===== src/rtl/alu_seq_pkg.sv =====
// rtl/alu_seq_pkg.sv - shared encodings and state type for the ALU op sequencer
package alu_seq_pkg;

  localparam int WIDTH_DEFAULT = 16;

  // Requester command encodings (110/111 are invalid)
  localparam logic [2:0] CMD_AND = 3'b000;
  localparam logic [2:0] CMD_OR  = 3'b001;
  localparam logic [2:0] CMD_XOR = 3'b010;
  localparam logic [2:0] CMD_ADD = 3'b011;
  localparam logic [2:0] CMD_SUB = 3'b100;
  localparam logic [2:0] CMD_MUL = 3'b101;

  // ALU function-select encodings
  localparam logic [2:0] ALU_AND = 3'b000;
  localparam logic [2:0] ALU_OR  = 3'b001;
  localparam logic [2:0] ALU_XOR = 3'b010;
  localparam logic [2:0] ALU_ADD = 3'b011;

  typedef enum logic [1:0] {
    ST_IDLE = 2'd0,
    ST_EXEC = 2'd1,
    ST_MUL  = 2'd2,
    ST_DONE = 2'd3
  } state_e;

  // True for commands whose carry flag comes from the adder
  function automatic logic is_arith(input logic [2:0] cmd);
    return (cmd == CMD_ADD) || (cmd == CMD_SUB);
  endfunction

endpackage


===== src/rtl/alu_op_sequencer.sv =====
// rtl/alu_op_sequencer.sv - multi-cycle controller sequencing a shared ALU for one requester
module alu_op_sequencer
  import alu_seq_pkg::*;
#(
  parameter int WIDTH = WIDTH_DEFAULT
) (
  input  logic             Clock,
  input  logic             Reset,
  input  logic             Start,
  input  logic [2:0]       Cmd,
  input  logic [WIDTH-1:0] OpA,
  input  logic [WIDTH-1:0] OpB,
  output logic             Busy,
  output logic             Done,
  output logic [WIDTH-1:0] Result,
  output logic             CarryOut,
  output logic [WIDTH-1:0] AluA,
  output logic [WIDTH-1:0] AluB,
  output logic             AluBInvert,
  output logic             AluCIN,
  output logic [2:0]       AluOp,
  input  logic [WIDTH-1:0] AluResult,
  input  logic             AluCarry
);

  state_e           state;
  logic [2:0]       cmd_reg;
  logic [WIDTH-1:0] a_reg;
  logic [WIDTH-1:0] b_reg;
  logic [WIDTH-1:0] acc;
  logic [WIDTH-1:0] mcand;
  logic [WIDTH-1:0] mplier;
  logic [3:0]       iter;
  logic             sticky;

  // ALU controls are a pure decode of the current state and operand registers,
  // so they are stable for the whole driving cycle and zero outside EXEC/MUL.
  always_comb begin
    AluA       = '0;
    AluB       = '0;
    AluOp      = ALU_AND;
    AluBInvert = 1'b0;
    AluCIN     = 1'b0;
    case (state)
      ST_EXEC: begin
        AluA = a_reg;
        AluB = b_reg;
        case (cmd_reg)
          CMD_AND: AluOp = ALU_AND;
          CMD_OR:  AluOp = ALU_OR;
          CMD_XOR: AluOp = ALU_XOR;
          CMD_ADD: AluOp = ALU_ADD;
          CMD_SUB: begin
            AluOp      = ALU_ADD;
            AluBInvert = 1'b1;
            AluCIN     = 1'b1;
          end
          default: AluOp = ALU_AND;
        endcase
      end
      ST_MUL: begin
        AluOp = ALU_ADD;
        AluA  = acc;
        AluB  = mplier[0] ? mcand : '0;
      end
      default: begin
        AluOp = ALU_AND;
      end
    endcase
  end

  // Control FSM plus operand/accumulator registers; Busy and Done are registered
  // so they change on the same edge as the state they describe.
  always_ff @(posedge Clock) begin
    if (Reset) begin
      state    <= ST_IDLE;
      cmd_reg  <= '0;
      a_reg    <= '0;
      b_reg    <= '0;
      acc      <= '0;
      mcand    <= '0;
      mplier   <= '0;
      iter     <= '0;
      sticky   <= 1'b0;
      Busy     <= 1'b0;
      Done     <= 1'b0;
      Result   <= '0;
      CarryOut <= 1'b0;
    end else begin
      case (state)
        ST_IDLE: begin
          if (Start) begin
            cmd_reg <= Cmd;
            a_reg   <= OpA;
            b_reg   <= OpB;
            Busy    <= 1'b1;
            if (Cmd <= CMD_SUB) begin
              state <= ST_EXEC;
            end else if (Cmd == CMD_MUL) begin
              acc    <= '0;
              mcand  <= OpA;
              mplier <= OpB;
              iter   <= 4'd0;
              sticky <= 1'b0;
              state  <= ST_MUL;
            end else begin
              // Invalid command: complete immediately with a zero result
              Result   <= '0;
              CarryOut <= 1'b0;
              Done     <= 1'b1;
              state    <= ST_DONE;
            end
          end
        end

        ST_EXEC: begin
          Result   <= AluResult;
          CarryOut <= is_arith(cmd_reg) ? AluCarry : 1'b0;
          Done     <= 1'b1;
          state    <= ST_DONE;
        end

        ST_MUL: begin
          acc    <= AluResult;
          sticky <= sticky | AluCarry;
          mcand  <= mcand << 1;
          mplier <= mplier >> 1;
          iter   <= iter + 4'd1;
          // All 16 iterations always run; no early exit on a zero multiplier
          if (iter == 4'd15) begin
            Result   <= AluResult;
            CarryOut <= sticky | AluCarry;
            Done     <= 1'b1;
            state    <= ST_DONE;
          end
        end

        ST_DONE: begin
          Done  <= 1'b0;
          Busy  <= 1'b0;
          state <= ST_IDLE;
        end

        default: begin
          state <= ST_IDLE;
          Busy  <= 1'b0;
          Done  <= 1'b0;
        end
      endcase
    end
  end

endmodule


===== config.mk =====
export PLATFORM = sky130hd
export DESIGN_NAME = alu_op_sequencer
export DESIGN_NICKNAME = d
export VERILOG_FILES = /design/src/rtl/alu_seq_pkg.sv /design/src/rtl/alu_op_sequencer.sv
export SDC_FILE = /design/constraint.sdc
export NUM_CORES = 1
export LEC_CHECK = 0
export CAP_MARGIN = 40
export CORE_AREA = 3 3 78 117
export DETAILED_ROUTE_END_ITERATION = 6
export DIE_AREA = 0 0 81 120
export DONT_BUFFER_PORTS = 1
export GPL_ROUTABILITY_DRIVEN = 0
export GPL_TIMING_DRIVEN = 0
export HOLD_SLACK_MARGIN = 0.1
export PLACE_DENSITY = 0.72
export SLEW_MARGIN = 15
export SYNTH_ARGS = -nofsm -noshare
export SYNTH_HDL_FRONTEND = slang
export SYNTH_SLANG_ARGS = --single-unit

===== constraint.sdc =====
create_clock -name Clock -period 2.2 [get_ports Clock]
set_clock_uncertainty 0.1 [all_clocks]
set_input_delay 0.33 -clock Clock [delete_from_list [all_inputs] [get_ports Clock]]
set_output_delay 0.33 -clock Clock [all_outputs]
set_load 0.05 [all_outputs]

==> results.cfg, run 1 <==
[sta]
rsz0062_at_grt = true
finalCritPeriodShare_pct = 98.76
slew_headroom_pct = 60.82
fmax_mhz = 460.2
final_hold_viol_count = 0
drv_slew = 0
fin_crit_ns = 2.173
worst_pin_slew_ns = 0.5877
finalSetupViolCount = 0

[global_route]
grt_usage_pct = 32.27
grt_most_used_layer = met2
grt-ovfl-total = 0
grt_pass1_vias = 4706
grt_util_met1_pct = 35.56
grt_pass1_wl_um = 23810
grt_max_degree = 21
met3_usage_pct = 8.634
antenna_found_initial = 0
use_met2_pct = 54.22

[yosys]
yosysUniqueCellTypes = 37
yosysTopAreaCell = dfxtp_1
yosys_warnings = 0
synthTopCellsByArea = dfxtp_1 (45%), nand2_1 (8.3%), a21oi_1 (7.8%)
yosys-top-cells-count = dfxtp_1 (109), nand2_1 (108), a21oi_1 (76), nand3_1 (37)
ys_ff_latch = 109
synth_ff_type = dfxtp_1
synth-edff-count = 0
synth_top_area_share_pct = 44.66
syn_inst = 593
yosysMostFrequentCell = dfxtp_1
syn_avg_cell_area_um2 = 8.239
mappedNetlistArea_mm2 = 0.004886
ys_seq_area_share_pct = 44.66
synthArstFlopShare_pct = 0
synthesis.nets = 653

[route]
drc = 0
routed-via-count = 4700
drt_iter0_markers = 331
final_antenna_net_count = 0
drt-total-wl_um = 15570
dr.pass1.iters = 5
vias_per_cell = 6.049
wl_per_cell_um = 20.04

[worst_setup_path]
arrival_ns = 1.74
startpoint_type = flip-flop
worst-setup-path-type = reg2out
worst_setup_path_end_kind = output pin
cp_max_fo = 10
critical_path_required_ns = 1.77

[flow_run]
cap_viol_max_count = 0

[clock_network]
insertion_delay_ns = 0.36
cts_buffers = 9
cts_root_buf = clkbuf_16
clock_sinks = 109
cts_max_level = 3
clk_pin_slew_ns = 0.09
cts_tree = done
cts_buffer_depth = 2

[placed_design]
hpwl_um = 10650
dp_cells = 701
port_buffers = 0

[layout]
post-route-util_pct = 76.89
diodes = 0
drive_gt1_share_pct = 17.76
nets = 725
area_delta_synth_final_pct = 30.78
stdcell_count = 777

[pwr]
ir_worst_vdd_mv = 0.8280
p_leak_nw = 2.205
powerDensity_mw_per_mm2 = 1271
power.total_w = 0.008121

[status]
outcome = finished, final reports clean

[die]
row_count = 41
die_w_um = 81
core_area_mm2 = 0.008310
io_pins = 111
die_h_um = 120
die_area_mm2 = 0.009720
start_util_pct = 58.79

[hold_path]
hp-class = in2reg
power by group:
part | internal, W | switching [W]
sequential | 0.00235 | 0.000557
combinational | 0.00159 | 0.00201
clock | 0.000800 | 0.000824
total | 0.00473 | 0.00339
worst max-delay path, stage by stage, from the launching register on:
cell and delay (ns):
dfxtp_2 0.39, inv_2 0.08, ha_4 0.35, buf_8 0.17, a21boi_4 0.39
worst paths after layout:
| kind | from | to | slack, ns | depth (start not counted) |
|---|---|---|---|---|
| setup / recovery | state[1]$_SDFFE_PP0P_ | AluOp[1] | 0.03 | 4 |
| hold / removal | OpA[2] | mcand[2]$_SDFFE_PP0P_ | 0.09 | 2 |
| setup reg to reg | state[0]$_SDFFE_PP0P_ | mplier[9]$_SDFFE_PP0P_ | 0.14 | 9 |
| hold reg to reg | acc[5]$_SDFFE_PP0P_ | acc[5]$_SDFFE_PP0P_ | 0.36 | 2 |
per-stage QoR:
step	TNS (ns)	hold WS [ns]	cell area, µm²	setup slack, ns
final	0	0.09456	6390	0.02720
after global routing	-0.04334	0.1046	6390	-0.009602
after CTS	0	0.1000	6257	0.003410
after detailed placement	-10.26	0.3453	5162	-0.3722
after global placement	-8.419	0.3404	5155	-0.6298
after floorplan	-0.1717	0.3316	5021	-0.1717
logic make-up after synthesis:
logic type / count (synthesis) / synth area share [%]
AOI/OAI and AO/OA: 158 / 20.67
adders and majority gates: 5 / 1.280
buffers and inverters: 61 / 5.736
DFF: 109 / 44.66
muxes: 32 / 6.556
other: 1 / 0.07675
and+or+nand+nor: 227 / 21.02
placed cells by master (no fill, tap or decap), drive strengths merged, types with 2 or more instances in the layout:
cell type / netlist / layout
dfxtp: 109 / 109
nand2: 108 / 108
a21oi: 76 / 76
dlygate4sd3: 0 / 51
buf: 27 / 47
nand3: 38 / 38
nor2: 35 / 35
nor2b: 35 / 35
a22oi: 33 / 33
mux2i: 32 / 32
a211oi: 31 / 31
clkbuf: 28 / 27
inv: 6 / 9
o21ai: 8 / 8
ha: 5 / 5
and2: 4 / 4
clkinv: 0 / 3
a22o: 2 / 2
a21boi: 2 / 2
layout make-up:
cell class | count | area (µm²)
timing repair buffer | 65 | 623.1
clock inverter | 7 | 66.31
buffer | 51 | 360.3
fill | 582 | 1921
multi-input combinational | 423 | 2768
inverter | 6 | 26.28
tap | 107 | 133.9
clock buffer | 9 | 225.2
sequential | 109 | 2187
metal layers:
layer	vias to the layer above	share of wire, %
li1	2200	-
met1	2240	37
met3	54	7.1
met5	-	0
met2	206	51
met4	0	4.8
what timing repair did:
action,CTS,global route
pin swaps,3,2
gates cloned,0,1
setup buffers,4,8
hold endpoints to repair,70,0
hold buffers,51,0
gates resized for setup,72,23
endpoints found under the setup margin,36,45
No activity file was read; power rests on OpenSTA's default activity.
==> inputs of run 2 (changes only) <==
--- a/config.mk
+++ b/config.mk
@@ -6,9 +6,9 @@
 export NUM_CORES = 1
 export LEC_CHECK = 0
 export CAP_MARGIN = 40
-export CORE_AREA = 3 3 78 117
+export CORE_AREA = 3 3 91 101
 export DETAILED_ROUTE_END_ITERATION = 6
-export DIE_AREA = 0 0 81 120
+export DIE_AREA = 0 0 94 104
 export DONT_BUFFER_PORTS = 1
 export GPL_ROUTABILITY_DRIVEN = 0
 export GPL_TIMING_DRIVEN = 0
==> run 2 against run 1 <==
Compared with the run above: the flow now finishes with violations (negative setup slack); critical path depth up 3; combinational power increased by 2%; count of clock-buffer cells in the layout is 1 higher; fmax is 1.8% lower; global-route usage decreased by 0.94 points; power shrank 1.6%; clock power shrank 13%; die area is 0.58% higher.
==> results.cfg, run 2 (synthesis gave the netlist of run 1 again) <==
[die]
row_count = 35
core_area_mm2 = 0.008320
io_pins = 111
die_h_um = 104
die_area_mm2 = 0.009776
die_w_um = 94
start_util_pct = 58.72

[layout]
final_common_cell = nand2_1
nets = 729
fin_area_mm2 = 0.006454
stdcell_count = 787
post-route-util_pct = 77.56
drive_gt1_share_pct = 19.88
final_cell_mix = nand2_1 (108), dfxtp_1 (107), a21oi_1 (76), dlygate4sd3_1 (53), nand3_1 (37)
n_fill_cell = 563
area_delta_synth_final_pct = 32.09

[sta]
finalCritPeriodShare_pct = 100.6
fin_ws_ns = -0.01233
worst_pin_slew_ns = 0.5682
finalSetupViolCount = 2
fin_crit_ns = 2.212
slew_headroom_pct = 62.12
fin_setup_tns_ns = -0.01635
fmax_mhz = 452.0
drv_slew = 0
rsz0062_at_grt = true
final_hold_viol_count = 0

[route]
wl_per_cell_um = 19.67
drt_iter0_markers = 283
vias_per_cell = 5.994
final_antenna_net_count = 0
routed-via-count = 4717
dr.pass1.iters = 5
drc = 0
drt-total-wl_um = 15480

[pwr]
p_int_w = 0.004667
p_leak_nw = 2.197
p_sw_share_pct = 41.61
powerDensity_mw_per_mm2 = 1239
p_sw_w = 0.003326
ir_worst_vdd_mv = 0.8446
power.total_w = 0.007994
p_seq_share_pct = 36.4
pwr-share-comb_pct = 46.0
power_frac_clock_pct = 17.6

[global_route]
grt_usage_pct = 31.34
grt-ovfl-total = 0
antenna_found_initial = 2
grt_pass1_vias = 4765
grt_pass1_wl_um = 24200
grt_max_degree = 19

[clock_network]
cts_buffer_depth = 2
cts_root_buf = clkbuf_8
cts_tree = done
insertion_delay_ns = 0.38
clock_sinks = 109
cts_max_level = 3
clk_pin_slew_ns = 0.11
cts_buffers = 9

[placed_design]
dp_cells = 705
hpwl_um = 10520
port_buffers = 0
placed_cell_area_mm2 = 0.005167

[worst_setup_path]
cp-startpoint = state[0]$_SDFFE_PP0P_
startpoint_type = flip-flop
rr_startpoint = iter[0]$_SDFFE_PP0P_
arrival_ns = 1.78
cp_slowest_stage_delay_ns = 0.37
worstPathCellList = inv_4, ha_4, buf_8, buf_4, clkinvlp_4, a21boi_2, buf_6
cp_max_fo = 8
worst-setup-path-type = reg2out
worst_setup_path_end_kind = output pin
crit_slowest_cell = dfxtp_4
critical_path_required_ns = 1.77

[hold_path]
hp-class = in2reg
hp-start = OpB[12]

[status]
violations = negative setup slack
outcome = complete, but fails checks

[flow_run]
cap_viol_max_count = 0
run 2: worst paths after layout:
path                              to  cells after the start  slack [ns]
min reg2reg     acc[13]$_SDFFE_PP0P_                      2        0.36
max reg2reg   Result[0]$_SDFFE_PP0P_                      6        0.18
min          mplier[12]$_SDFFE_PP0P_                      2        0.09
max                         AluOp[0]                      7       -0.01
run 2: power by group through the flow:
stage / clock, W / sequential, W / combinational [W]
after floorplan: 0 / 0.00281 / 0.00220
after global placement: 0 / 0.00289 / 0.00272
after detailed placement: 0 / 0.00290 / 0.00281
after CTS: 0.00139 / 0.00289 / 0.00350
after global routing: 0.00149 / 0.00295 / 0.00393
final: 0.00141 / 0.00291 / 0.00367
run 2: cell type report:
class | count | area (µm²) | area share (%)
flip-flops and latches | 109 | 2190 | 33.93
well taps | 111 | 138.9 | 2.152
clock buffers | 10 | 137.6 | 2.133
plain buffers | 51 | 365.4 | 5.661
multi-input cells | 423 | 2836 | 43.95
inverters | 6 | 28.78 | 0.4459
repair buffers | 69 | 658.1 | 10.20
diodes | 2 | 5.005 | 0.07755
clock inverters | 6 | 93.84 | 1.454
run 2: per-layer routing:
metal / vias up / global-route usage, % / routed length [µm]
li1: 2216 / - / -
met3: 49 / 6.223 / 1205
met4: 0 / 13.62 / 508
met1: 2201 / 38.27 / 6005
met5: - / 0 / 0
met2: 251 / 52.87 / 7761
run 2: per-stage QoR:
step                      worst slack, ns  hold WS, ns
final                            -0.01233      0.08645
after global routing             -0.04892       0.1020
after CTS                        0.006746       0.1013
after detailed placement          -0.3774       0.3485
after global placement            -0.6621       0.3395
after floorplan                   -0.1717       0.3316
run 2: what timing repair did:
item                                    CTS  global route
pin swaps                                 2             4
hold buffers                             52             1
endpoints found under the setup margin   36            43
gates cloned                              0             1
endpoints found under the hold margin    88             1
setup buffers                            10             4
gates resized for setup                  95            19
run 2: worst max-delay path: cells and delay by family (launching register included):
kind	cells	cell delay (ns)
AO/OA/AOI/OAI	1	0.22
adder cells (fa/ha/maj)	1	0.14
buffers and inverters	5	0.67
flip-flops	1	0.37
==> inputs of run 3 (changes only) <==
--- a/config.mk
+++ b/config.mk
@@ -7,12 +7,14 @@
 export LEC_CHECK = 0
 export CAP_MARGIN = 40
 export CORE_AREA = 3 3 91 101
+export CTS_BUF_LIST = sky130_fd_sc_hd__clkbuf_16
 export DETAILED_ROUTE_END_ITERATION = 6
 export DIE_AREA = 0 0 94 104
 export DONT_BUFFER_PORTS = 1
 export GPL_ROUTABILITY_DRIVEN = 0
 export GPL_TIMING_DRIVEN = 0
 export HOLD_SLACK_MARGIN = 0.1
+export MAX_ROUTING_LAYER = met4
 export PLACE_DENSITY = 0.72
 export SLEW_MARGIN = 15
 export SYNTH_ARGS = -nofsm -noshare
==> run 3 against run 2 <==
Compared with the run above: the run still ends with negative setup slack left; first-iteration DRC count is 18% higher; combinational power is 3% lower; register-to-register slack worse by 0.12 ns; sequential power hardly changed; critical endpoint is now AluOp[1].
==> results.cfg, run 3 (synthesis gave the netlist of run 1 again) <==
[layout]
drive_gt1_share_pct = 18.44
post-route-util_pct = 77.61
final_cell_mix = nand2_1 (108), dfxtp_1 (107), a21oi_1 (76), dlygate4sd3_1 (51), nand3_1 (37)
multi_input_area_mm2 = 0.002818
register_area_mm2 = 0.002187
stdcell_count = 779
nets = 722
final_common_cell = nand2_1
area_delta_synth_final_pct = 32.16
n_fill_cell = 561

[sta]
rsz0062_at_grt = true
finalSetupViolCount = 2
slew_headroom_pct = 56.33
fin_crit_ns = 2.218
finalCritPeriodShare_pct = 100.8
final_hold_viol_count = 0
worst_pin_slew_ns = 0.6551
whs_ns = 0.1149
drv_slew = 0
fin_ws_ns = -0.01756
fmax_mhz = 450.9

[pwr]
p_sw_w = 0.003348
p_leak_nw = 2.202
powerDensity_mw_per_mm2 = 1279
p_seq_share_pct = 35.3
power_frac_clock_pct = 21.5
power.total_w = 0.008262
ir_worst_vdd_mv = 0.8292
p_sw_share_pct = 40.52
pwr-share-comb_pct = 43.2
p_int_w = 0.004914

[hold_path]
hold_depth = 2
hp-start = OpB[4]
hp-class = in2reg
min_to = mplier[4]$_SDFFE_PP0P_

[global_route]
grt_pass1_vias = 4904
grt-ovfl-total = 0
grt_max_degree = 19
grt_pass1_wl_um = 24940
antenna_found_initial = 1
grt_usage_pct = 33.14

[clock_network]
cts_buffers = 9
insertion_delay_ns = 0.34
cts_buffer_depth = 2
cts_max_level = 3
cts_root_buf = clkbuf_16
clk_pin_slew_ns = 0.08
clock_sinks = 109
cts_tree = done

[route]
drt_iter0_markers = 333
routed-via-count = 4704
final_antenna_net_count = 0
vias_per_cell = 6.039
dr.pass1.iters = 7
drc = 0
drt-total-wl_um = 15700
wl_per_cell_um = 20.16

[die]
core_area_mm2 = 0.008320
die_h_um = 104
die_w_um = 94
io_pins = 111
row_count = 35
start_util_pct = 58.72
die_area_mm2 = 0.009776

[worst_setup_path]
worst-setup-path-type = reg2out
regToRegSetupSlack_ns = 0.06
worstPathCellList = inv_2, ha_4, clkbuf_8, a21boi_4
worstRegToRegCells = 9
rr_startpoint = state[0]$_SDFFE_PP0P_
arrival_ns = 1.79
worst_setup_path_end_kind = output pin
cp_max_fo = 10
r2r_end = mcand[9]$_SDFFE_PP0P_
critical_path_required_ns = 1.77
critPathBufInv = 2
crit_slowest_cell = a21boi_4
cp_slowest_stage_delay_ns = 0.41
startpoint_type = flip-flop
cp_top_family = compound AO/OA/AOI/OAI gates

[placed_design]
port_buffers = 0
hpwl_um = 10520
dp_cells = 705

[flow_run]
cap_viol_max_count = 0

[status]
outcome = complete, but fails checks
violations = negative setup slack
-- run 3: changes by cell type in the layout (fill, tap and decap cells not counted), sizes merged --
cell	previous run	this run
clkinvlp	2	1
clkbuf	29	34
inv	7	8
clkinv	1	2
diode	2	1
dlygate4sd3	53	51
buf	48	37
-- run 3: power groups by stage --
stage | sequential, W | clock [W] | combinational, W
2_1_floorplan | 0.00281 | 0 | 0.00220
3_3_place_gp | 0.00289 | 0 | 0.00272
3_5_place_dp | 0.00290 | 0 | 0.00281
4_1_cts | 0.00289 | 0.00176 | 0.00344
5_1_grt | 0.00295 | 0.00185 | 0.00383
6_report | 0.00291 | 0.00178 | 0.00357
-- run 3: metrics by stage --
step / cell area (µm²) / worst slack [ns] / setup TNS (ns)
finish: 6457 / -0.01756 / -0.02854
global route: 6457 / -0.04528 / -0.3168
CTS: 6396 / 0.004603 / 0
detailed placement: 5167 / -0.3774 / -10.21
global placement: 5160 / -0.6621 / -9.355
floorplan: 5021 / -0.1717 / -0.1717
-- run 3: what timing repair did --
action	4_1_cts	5_1_grt
hold buffers	51	0
pin swaps	2	1
gates resized for setup	89	15
setup endpoints to repair	36	43
buffers inserted	5	4
endpoints found under the hold margin	70	0
gates cloned	0	1
-- run 3: worst register-to-register path, stage by stage, from the launching register on --
cell and delay [ns]:
dfxtp_4 0.40, inv_4 0.06, ha_4 0.17, buf_8 0.14, buf_4 0.13, buf_4 0.13, a22o_1 0.25, buf_4 0.19
buf_2 0.21, a211oi_1 0.27
-- run 3: per-layer routing --
layer	global-route usage, %	share of wire, %	wire, µm	vias up
met5	-	0	0	-
met4	13.11	3.1	486	0
met3	7.381	7.8	1227	42
met2	55.10	50	7902	254
met1	38.55	39	6088	2214
li1	-	-	-	2194
-- run 3: worst max-delay path by stage --
stage                                     start  endpoint  slack [ns]  cells after the start
after floorplan           state[0]$_SDFFE_PP0P_  AluOp[0]       -0.17                      5
after global placement    state[0]$_SDFFE_PP0P_  AluOp[0]       -0.66                      5
after detailed placement  state[0]$_SDFFE_PP0P_  AluOp[1]       -0.38                      5
after CTS                 state[0]$_SDFFE_PP0P_  AluA[11]       0.005                      7
after global routing      state[1]$_SDFFE_PP0P_  AluOp[1]       -0.05                      4
final                     state[1]$_SDFFE_PP0P_  AluOp[1]       -0.02                      4
-- run 3: area by class of cell --
cell class                      count  share of cell area, %
Clock buffer                        9                  3.488
Tap cell                          111                  2.151
Multi-Input combinational cell    423                  43.63
Inverter                            6                 0.3875
Buffer                             51                  5.677
Antenna cell                        1                0.03875
Clock inverter                      7                  1.511
Timing Repair Buffer               62                  9.242
Sequential cell                   109                  33.87
